## config.mk

```make
export PLATFORM = sky130hd
export DESIGN_NAME = pcie_host_if_pattern_tester
export DESIGN_NICKNAME = d
export VERILOG_FILES = /design/src/rtl/pcie_host_if_pattern_tester.sv
export SDC_FILE = /design/constraint.sdc
export NUM_CORES = 1
export LEC_CHECK = 0
export CORE_UTILIZATION = 49
export CTS_BUF_LIST = sky130_fd_sc_hd__clkbuf_8
export CTS_CLUSTER_SIZE = 16
export DETAILED_ROUTE_END_ITERATION = 12
export GPL_ROUTABILITY_DRIVEN = 0
export PLACE_DENSITY = 0.85
export SLEW_MARGIN = 10
export SYNTH_ARGS = -nofsm -noshare
export SYNTH_HDL_FRONTEND = slang
export SYNTH_SLANG_ARGS = --single-unit
export TNS_END_PERCENT = 10
```

## constraint.sdc

```tcl
create_clock -name clk -period 5.7 [get_ports clk]
set_clock_uncertainty 0.15 [all_clocks]
set_input_delay 0.855 -clock clk [delete_from_list [all_inputs] [get_ports clk]]
set_output_delay 0.855 -clock clk [all_outputs]
set_load 0.01 [all_outputs]
```

## src/rtl/pcie_host_if_pattern_tester.sv

```systemverilog
// Pattern traffic generator and loopback checker for the PCIe host interface data path.
// Generator and checker each own a pattern register that advances only on its own handshake.
module pcie_host_if_pattern_tester #(
  parameter int unsigned DATA_WIDTH  = 32,
  parameter int unsigned COUNT_WIDTH = 16,
  parameter int unsigned ERR_WIDTH   = 8
) (
  input  logic                   clk,
  input  logic                   rst,
  input  logic                   i_start,
  input  logic                   i_abort,
  input  logic [1:0]             i_mode,
  input  logic [DATA_WIDTH-1:0]  i_seed,
  input  logic [COUNT_WIDTH-1:0] i_count,
  output logic [DATA_WIDTH-1:0]  o_tx_data,
  output logic                   o_tx_valid,
  input  logic                   i_tx_ready,
  input  logic [DATA_WIDTH-1:0]  i_rx_data,
  input  logic                   i_rx_valid,
  output logic                   o_rx_ready,
  output logic                   o_busy,
  output logic                   o_done,
  output logic [ERR_WIDTH-1:0]   o_err_count,
  output logic [DATA_WIDTH-1:0]  o_first_err_data,
  output logic [COUNT_WIDTH-1:0] o_first_err_index,
  output logic [COUNT_WIDTH-1:0] o_tx_words,
  output logic [COUNT_WIDTH-1:0] o_rx_words
);

  typedef enum logic [1:0] {StIdle, StRun, StDone} state_e;

  state_e                 r_state;
  state_e                 w_state_next;
  logic [1:0]             r_mode;
  logic [COUNT_WIDTH-1:0] r_count;
  logic [DATA_WIDTH-1:0]  r_tx_pat;
  logic [DATA_WIDTH-1:0]  r_rx_pat;
  logic [COUNT_WIDTH-1:0] r_tx_words;
  logic [COUNT_WIDTH-1:0] r_rx_words;
  logic [ERR_WIDTH-1:0]   r_err_count;
  logic [DATA_WIDTH-1:0]  r_first_err_data;
  logic [COUNT_WIDTH-1:0] r_first_err_index;

  logic                  w_start_ok;
  logic                  w_tx_fire;
  logic                  w_rx_fire;
  logic                  w_all_done;
  logic [DATA_WIDTH-1:0] w_tx_word;
  logic [DATA_WIDTH-1:0] w_rx_expect;
  logic                  w_mismatch;

  // Pattern registers hold S+n (modes 0/1), S (mode 2) or rotl(S,n) (mode 3).
  function automatic logic [DATA_WIDTH-1:0] next_pat(input logic [1:0] mode,
                                                     input logic [DATA_WIDTH-1:0] pat);
    logic [DATA_WIDTH-1:0] res;
    unique case (mode)
      2'd0, 2'd1: res = pat + DATA_WIDTH'(1);
      2'd2:       res = pat;
      default:    res = {pat[DATA_WIDTH-2:0], pat[DATA_WIDTH-1]};
    endcase
    return res;
  endfunction

  // Mode 1 is stored as the plain increment and inverted on the way out.
  assign w_tx_word   = (r_mode == 2'd1) ? ~r_tx_pat : r_tx_pat;
  assign w_rx_expect = (r_mode == 2'd1) ? ~r_rx_pat : r_rx_pat;

  assign w_start_ok = i_start && !i_abort && (r_state != StRun);
  assign w_tx_fire  = o_tx_valid && i_tx_ready;
  assign w_rx_fire  = i_rx_valid && o_rx_ready;
  assign w_all_done = (r_tx_words == r_count) && (r_rx_words == r_count);
  assign w_mismatch = w_rx_fire && (i_rx_data != w_rx_expect);

  always_ff @(posedge clk or posedge rst) begin
    if (rst) begin
      r_state <= StIdle;
    end else begin
      r_state <= w_state_next;
    end
  end

  always_comb begin
    w_state_next = r_state;
    if (i_abort) begin
      w_state_next = StIdle;
    end else begin
      case (r_state)
        StIdle, StDone: begin
          if (i_start) begin
            w_state_next = (i_count == '0) ? StDone : StRun;
          end
        end
        StRun: begin
          if (w_all_done) begin
            w_state_next = StDone;
          end
        end
        default: w_state_next = StIdle;
      endcase
    end
  end

  always_comb begin
    o_busy     = 1'b0;
    o_done     = 1'b0;
    o_tx_valid = 1'b0;
    o_rx_ready = 1'b0;
    case (r_state)
      StRun: begin
        o_busy     = 1'b1;
        o_tx_valid = (r_tx_words < r_count);
        o_rx_ready = (r_rx_words < r_count);
      end
      StDone:  o_done = 1'b1;
      default: ;
    endcase
  end

  always_ff @(posedge clk or posedge rst) begin
    if (rst) begin
      r_mode            <= 2'd0;
      r_count           <= '0;
      r_tx_pat          <= '0;
      r_rx_pat          <= '0;
      r_tx_words        <= '0;
      r_rx_words        <= '0;
      r_err_count       <= '0;
      r_first_err_data  <= '0;
      r_first_err_index <= '0;
    end else if (w_start_ok) begin
      r_mode            <= i_mode;
      r_count           <= i_count;
      r_tx_pat          <= i_seed;
      r_rx_pat          <= i_seed;
      r_tx_words        <= '0;
      r_rx_words        <= '0;
      r_err_count       <= '0;
      r_first_err_data  <= '0;
      r_first_err_index <= '0;
    end else begin
      if (w_tx_fire) begin
        r_tx_words <= r_tx_words + COUNT_WIDTH'(1);
        r_tx_pat   <= next_pat(r_mode, r_tx_pat);
      end
      if (w_rx_fire) begin
        r_rx_words <= r_rx_words + COUNT_WIDTH'(1);
        r_rx_pat   <= next_pat(r_mode, r_rx_pat);
      end
      if (w_mismatch) begin
        // A zero count means no error has been seen since start.
        if (r_err_count == '0) begin
          r_first_err_data  <= i_rx_data;
          r_first_err_index <= r_rx_words;
        end
        if (r_err_count != '1) begin
          r_err_count <= r_err_count + ERR_WIDTH'(1);
        end
      end
    end
  end

  assign o_tx_data         = w_tx_word;
  assign o_err_count       = r_err_count;
  assign o_first_err_data  = r_first_err_data;
  assign o_first_err_index = r_first_err_index;
  assign o_tx_words        = r_tx_words;
  assign o_rx_words        = r_rx_words;

endmodule

```

; After elaboration in Yosys (flattened, before gate mapping)
; Cells that the tools add are included.
[totals]
reg_bits = 172
input_bits = 88
output_inout_bits = 124
[classes]
add_sub_neg = 5
n_lt_le_gt_ge = 2
n_eq_ne = 12
n_mux = 30
bitwise = 2
n_reduce_logical = 23
[ops]
columns = op, count
row1 = two-way mux 32 bit, 9
row2 = case mux 32 bit (2 select lines), 2
row3 = two-way mux 16 bit, 7
row4 = "adder 32 x 1 -> 32 bit, second input constant", 2
row5 = inverter 32 bit, 2
row6 = "adder 16 x 1 -> 16 bit, second input constant", 2
row7 = == test 16 bit, 2
row8 = < comparator 16 bit, 2
row9 = inequality test 32 bit, 1
row10 = two-way mux 8 bit, 3
row11 = logical NOT 16 bit, 1
row12 = AND reduction 2 bit, 5
row13 = nonzero test 2 bit, 5
row14 = "adder 8 x 1 -> 8 bit, second input constant", 1
row15 = logical NOT 8 bit, 1
row16 = two-way mux 2 bit, 4
row17 = "inequality test 8 bit, second input constant", 1
row18 = logical AND 1 bit, 6
row19 = "inequality test 3 bit, second input constant", 2
row20 = "== test 2 x 1 -> 1 bit, second input constant", 2
row21 = "== test 2 bit, second input constant", 2
row22 = logical NOT 2 bit, 2
row23 = two-way mux 1 bit, 4
row24 = case mux 2 bit (2 select lines), 1
row25 = other kinds (4), 5

; Depth between registers and ports, before layout
[depth]
word_depth = 6
depth_mapped = 11
depth_no_buf = 9

; Least setup slack after synthesis
; No wires, ideal clock.
[synth_timing]
kind = register to output
startpoint = register r_tx_words[15] (netlist: o_tx_words[15])
endpoint = output o_tx_valid
arrival_ns = 1.619
path_slack_ns = 3.076
stages_incl_launch_ff = 6
n_path_buf = 0
cell_sequence = dfrtp_1 ha_1 nand4_2 nor4_2 a21bo_2 and3_1
[synth_between]
elab_chain_len = 2
[synth_rtl]
columns = element, line_no
row1 = "start, declared", 38  ; logic [COUNT_WIDTH-1:0] r_tx_words;
row2 = "start signal, assigned", 142  ; r_tx_words <= r_tx_words + COUNT_WIDTH'(1);
row3 = < comparator 16 bit, 111  ; o_tx_valid = (r_tx_words < r_count);
row4 = two-way mux 1 bit, 108  ; case (r_state)
row5 = "end, declared", 16  ; output logic o_tx_valid,
; Every way passes these cells.

; Worst setup path after layout
[layout_timing]
startpoint = register r_rx_words[15] (netlist: o_rx_words[15])
endpoint = output o_rx_ready
[layout_between]
elab_chain_len = 2
[layout_rtl]
columns = element, line_no
row1 = "start, declared", 39  ; logic [COUNT_WIDTH-1:0] r_rx_words;
row2 = "start signal, assigned", 146  ; r_rx_words <= r_rx_words + COUNT_WIDTH'(1);
row3 = < comparator 16 bit, 112  ; o_rx_ready = (r_rx_words < r_count);
row4 = two-way mux 1 bit, 108
row5 = "end, declared", 20  ; output logic o_rx_ready,
; Every way passes these cells.

==> run summary <==
The run finished with clean final reports. The horizontal die dimension is between 150 and 200 µm. The share of post-route cells with drive strength above 1 is 0.0490. For the final routed database, the setup TNS stands at 0 ns. The internal power summed over all cells is 3.03 mW.

The tree is rooted in a clkbuf_8. The prevailing post-synth register cell is dfrtp_1. Entering global routing, the biggest net connects between 100 and 150 pins. Yosys mapped a number of flops with a built-in enable equal to 0. The multiplexer share of the synthesized area came out at 0.0560. The worst voltage drop across the vdd grid is roughly 190 µV. Grouping stages by cell kind, the critical path spends the most delay in simple AND/OR/NAND/NOR gates. The final max-slew violation count came out at 0. The post-CTS setup repair buffer count is 0. The dominant combinational cell family by area after synthesis is simple AND/OR/NAND/NOR gates. The synthesized area divided by synthesized cell count came out at between 8 and 9 µm². The class of the most critical setup path is reg -> out. The max-capacitance violation count is 0. Of all nets on the critical path, the largest fanout is 4. The routed length on met3 came out at 2.62 mm.

The via count of the first global-routing pass is between 9000 and 10000. The length of the first detailed-routing pass in iterations came out at 6. The clock net in this run drives a total of around 170 sinks. The remaining routing DRC violations is 0.

The critical path data required time came out at around 4.7 ns. The worst register-to-register path ends at r_rx_pat[29]. The synthesized area is roughly 0.011 mm². The clock network fraction of total power came out at 0.168. The met2 wire length came out at 15.1 mm.

The placed standard-cell area came out at 0.0134 mm². The number of nets at the end of the flow came out at 1603. The cell area after layout is 0.0138 mm². The final cycle utilization of the critical path is 0.678. The synthesized instance count came out at 1330.

The net switching component of the power came out at 2.18 mW. Data on the critical path arrives at its endpoint at about 2.9 ns. The actual slew at the worst max-slew pin came out at 0.994 ns. The critical path launch point is o_rx_words[15]. The total I/O pin count came out at ~210.

The number of warning messages in the yosys log came out at 0. The violation count after the first detailed-route iteration is 1042. Setup repair after global routing left no endpoint under its margin. The initial antenna violation count came out at 2. The port buffer count came out at 211.

The share of the core filled with cells is 0.610. STA classifies the critical path endpoint as an output port. The ratio of total power to cell area came out at 378 mW/mm². The depth of the worst register-to-register path is 8. The sequential share of the synthesized area came out at 0.383.

The number of gates resized after CTS came out at 0. The sum of routed wire segments on met1 came out at 14.3 mm. The HPWL after detailed placement came out at 23.6 mm.

The worst hold path belongs to the class reg -> reg. The via total after detailed routing came out at 10700. The final critical delay including setup and external delays came out at 3.87 ns. The number of H-tree branching levels is 4. The post-synthesis to final-layout area growth is 22.4%. The area of the die came out at 0.0236 mm². Dividing the detail-routed via count by the number of cells gives a little over 6.

The library cells used most frequently in the layout, excluding fill and tap cells, are clkdlybuf4s50_1, nand2_1, dfrtp_1. Of all cell types, the one taking the most synthesized area is dfrtp_1. The synthesized netlist net count came out at 1456. The total length of routed wires came out at 33.1 mm. The clock latency at the later pin of the worst-skew pair came out at 0.48 ns. The clock transition at the register clock pins on the worst setup and hold paths after CTS is 0.09 ns. The post-cts hold buffer count came out at 0. The cell row count came out at between 50 and 60. The detail route stage leaves a number of antenna-violating nets equal to 0.

The synthesized-area fraction occupied by xor and xnor cells is 0.0724. The area share of the leading cell type in the synthesized netlist is 0.383. The area share of and/or/nand/nor cells after synthesis came out at 0.208. The slowest stage cell on the critical path is nor4_1. TritonCTS built the clock tree. The relative slew slack came out at 0.337. Yosys mapped the design onto 78 distinct sky130hd cell types. Counting both buffers and inverters, the worst setup path holds a total of 1.

The overall fraction of global-route tracks in use is 0.280. The critical path goes through ha_1, nand4_1, nor4_1, o21ai_1, and3_1, clkdlybuf4s50_1. The wire length of the first global-routing pass is 52.4 mm.

By area the synthesized netlist is led by dfrtp_1, nand2_1, mux2i_1. Setup violations remaining at the end of the flow were counted as 0. The library cell used most frequently in the layout, excluding fill and tap cells, is clkdlybuf4s50_1. The area share of fa/ha/maj cells after synthesis is 0.0423. Static timing analysis puts the maximum clock frequency at between 200 and 300 MHz.

Counting instances, the worst hold path has a depth of 1. STA classifies the critical path startpoint as a flop. The remaining global-route overflow is 0. The share of flip-flops with an asynchronous set or reset after synthesis came out at 1.00. The fraction of the mapped netlist area in compound gates was 0.171. The fraction of power spent switching nets came out at 0.419. The longest clock path from root to sink contains 2 buffers. From bottom edge to top edge, the die measures 153 µm. In this run the top signal layer used is met4.

The initial core utilization came out at 0.498. The register-to-register setup slack came out at between 2 and 2.5 ns. The worst register-to-register path begins at o_rx_words[15]. In this run the most critical hold path is launched from o_first_err_index[11]. The path with the worst hold slack has its endpoint at o_first_err_index[11]. The largest stage delay on the critical path is 0.50 ns. The leakage power total is 6.03 nW. The core region area is around 0.023 mm². The combinational share of power came out at 0.429. The number of hold-slack violations in the final timing report is 0. The power share of the sequential group came out at 0.403.

After detailed routing, the average wire length per cell comes to ~19 µm. The CTS buffer count is 17. The synthesized design contains 172 register bits.
## metal layers
metal  track usage  vias up
li1              -     4968
met1         0.390     5173
met2         0.429      524
met3        0.0502       84
met4         0.116        0
met5             0        -
## power groups by stage
stage / sequential, mW / clock (mW) / combinational, mW
global route: 2.15 / 0.927 / 2.45
global placement: 2.08 / 0 / 2.15
finish: 2.10 / 0.873 / 2.24
CTS: 2.08 / 0.885 / 2.23
floorplan: 1.86 / 0 / 1.53
detailed placement: 2.10 / 0 / 2.22
## through the flow
step	instances	power [mW]	setup slack (ns)	hold slack, ns
floorplan	1330	3.39	0.0349	0.323
global placement	1743	4.23	1.97	0.326
detailed placement	1743	4.32	1.88	0.339
CTS	1775	5.20	1.87	0.365
global route	1778	5.54	1.73	0.391
finish	1778	5.21	1.83	0.365
## cells in the mapped netlist, types with 36 or more instances
library cell / number
xor2_1: 55
nand2_1: 178
nor2_1: 109
clkbuf_1: 36
nand3_1: 48
a21oi_1: 78
inv_1: 78
mux2i_1: 55
xnor2_1: 38
dfrtp_1: 172
ha_1: 38
o21ai_0: 90
## flip-flops by register name (all words and copies together) (netlist names)
| signal | count |
|---|---|
| r_state | 2 |
| r_mode | 2 |
| o_tx_words | 16 |
| o_rx_words | 16 |
| r_count | 16 |
| o_first_err_data | 32 |
| o_err_count | 8 |
| r_rx_pat | 32 |
| o_first_err_index | 16 |
| r_tx_pat | 32 |
## cell families after synthesis
logic type,Yosys count
buf+inv,173
simple gates,485
fa+ha+maj,38
compound gates,307
flops,172
xor+xnor,93
mux,62
## how the worst max path moves through the flow
stage / to / slack (ns) / depth (start not counted)
floorplan: o_err_count[0] / 0.03 / 1
global placement: o_first_err_data[28] / 1.97 / 9
detailed placement: o_first_err_data[0] / 1.88 / 8
CTS: o_rx_ready / 1.87 / 6
global route: o_rx_ready / 1.73 / 6
finish: o_rx_ready / 1.83 / 6
## cell type report
type                       count  area, µm²
clock inverter                15        154
tap                          285        357
sequential                   172       4300
fill                        1890       8800
multi-input combinational    985       6200
inverter                      80        305
antenna                        3       7.51
timing repair buffer         221       2210
clock buffer                  17        234
(Power assumes the default switching activity.)
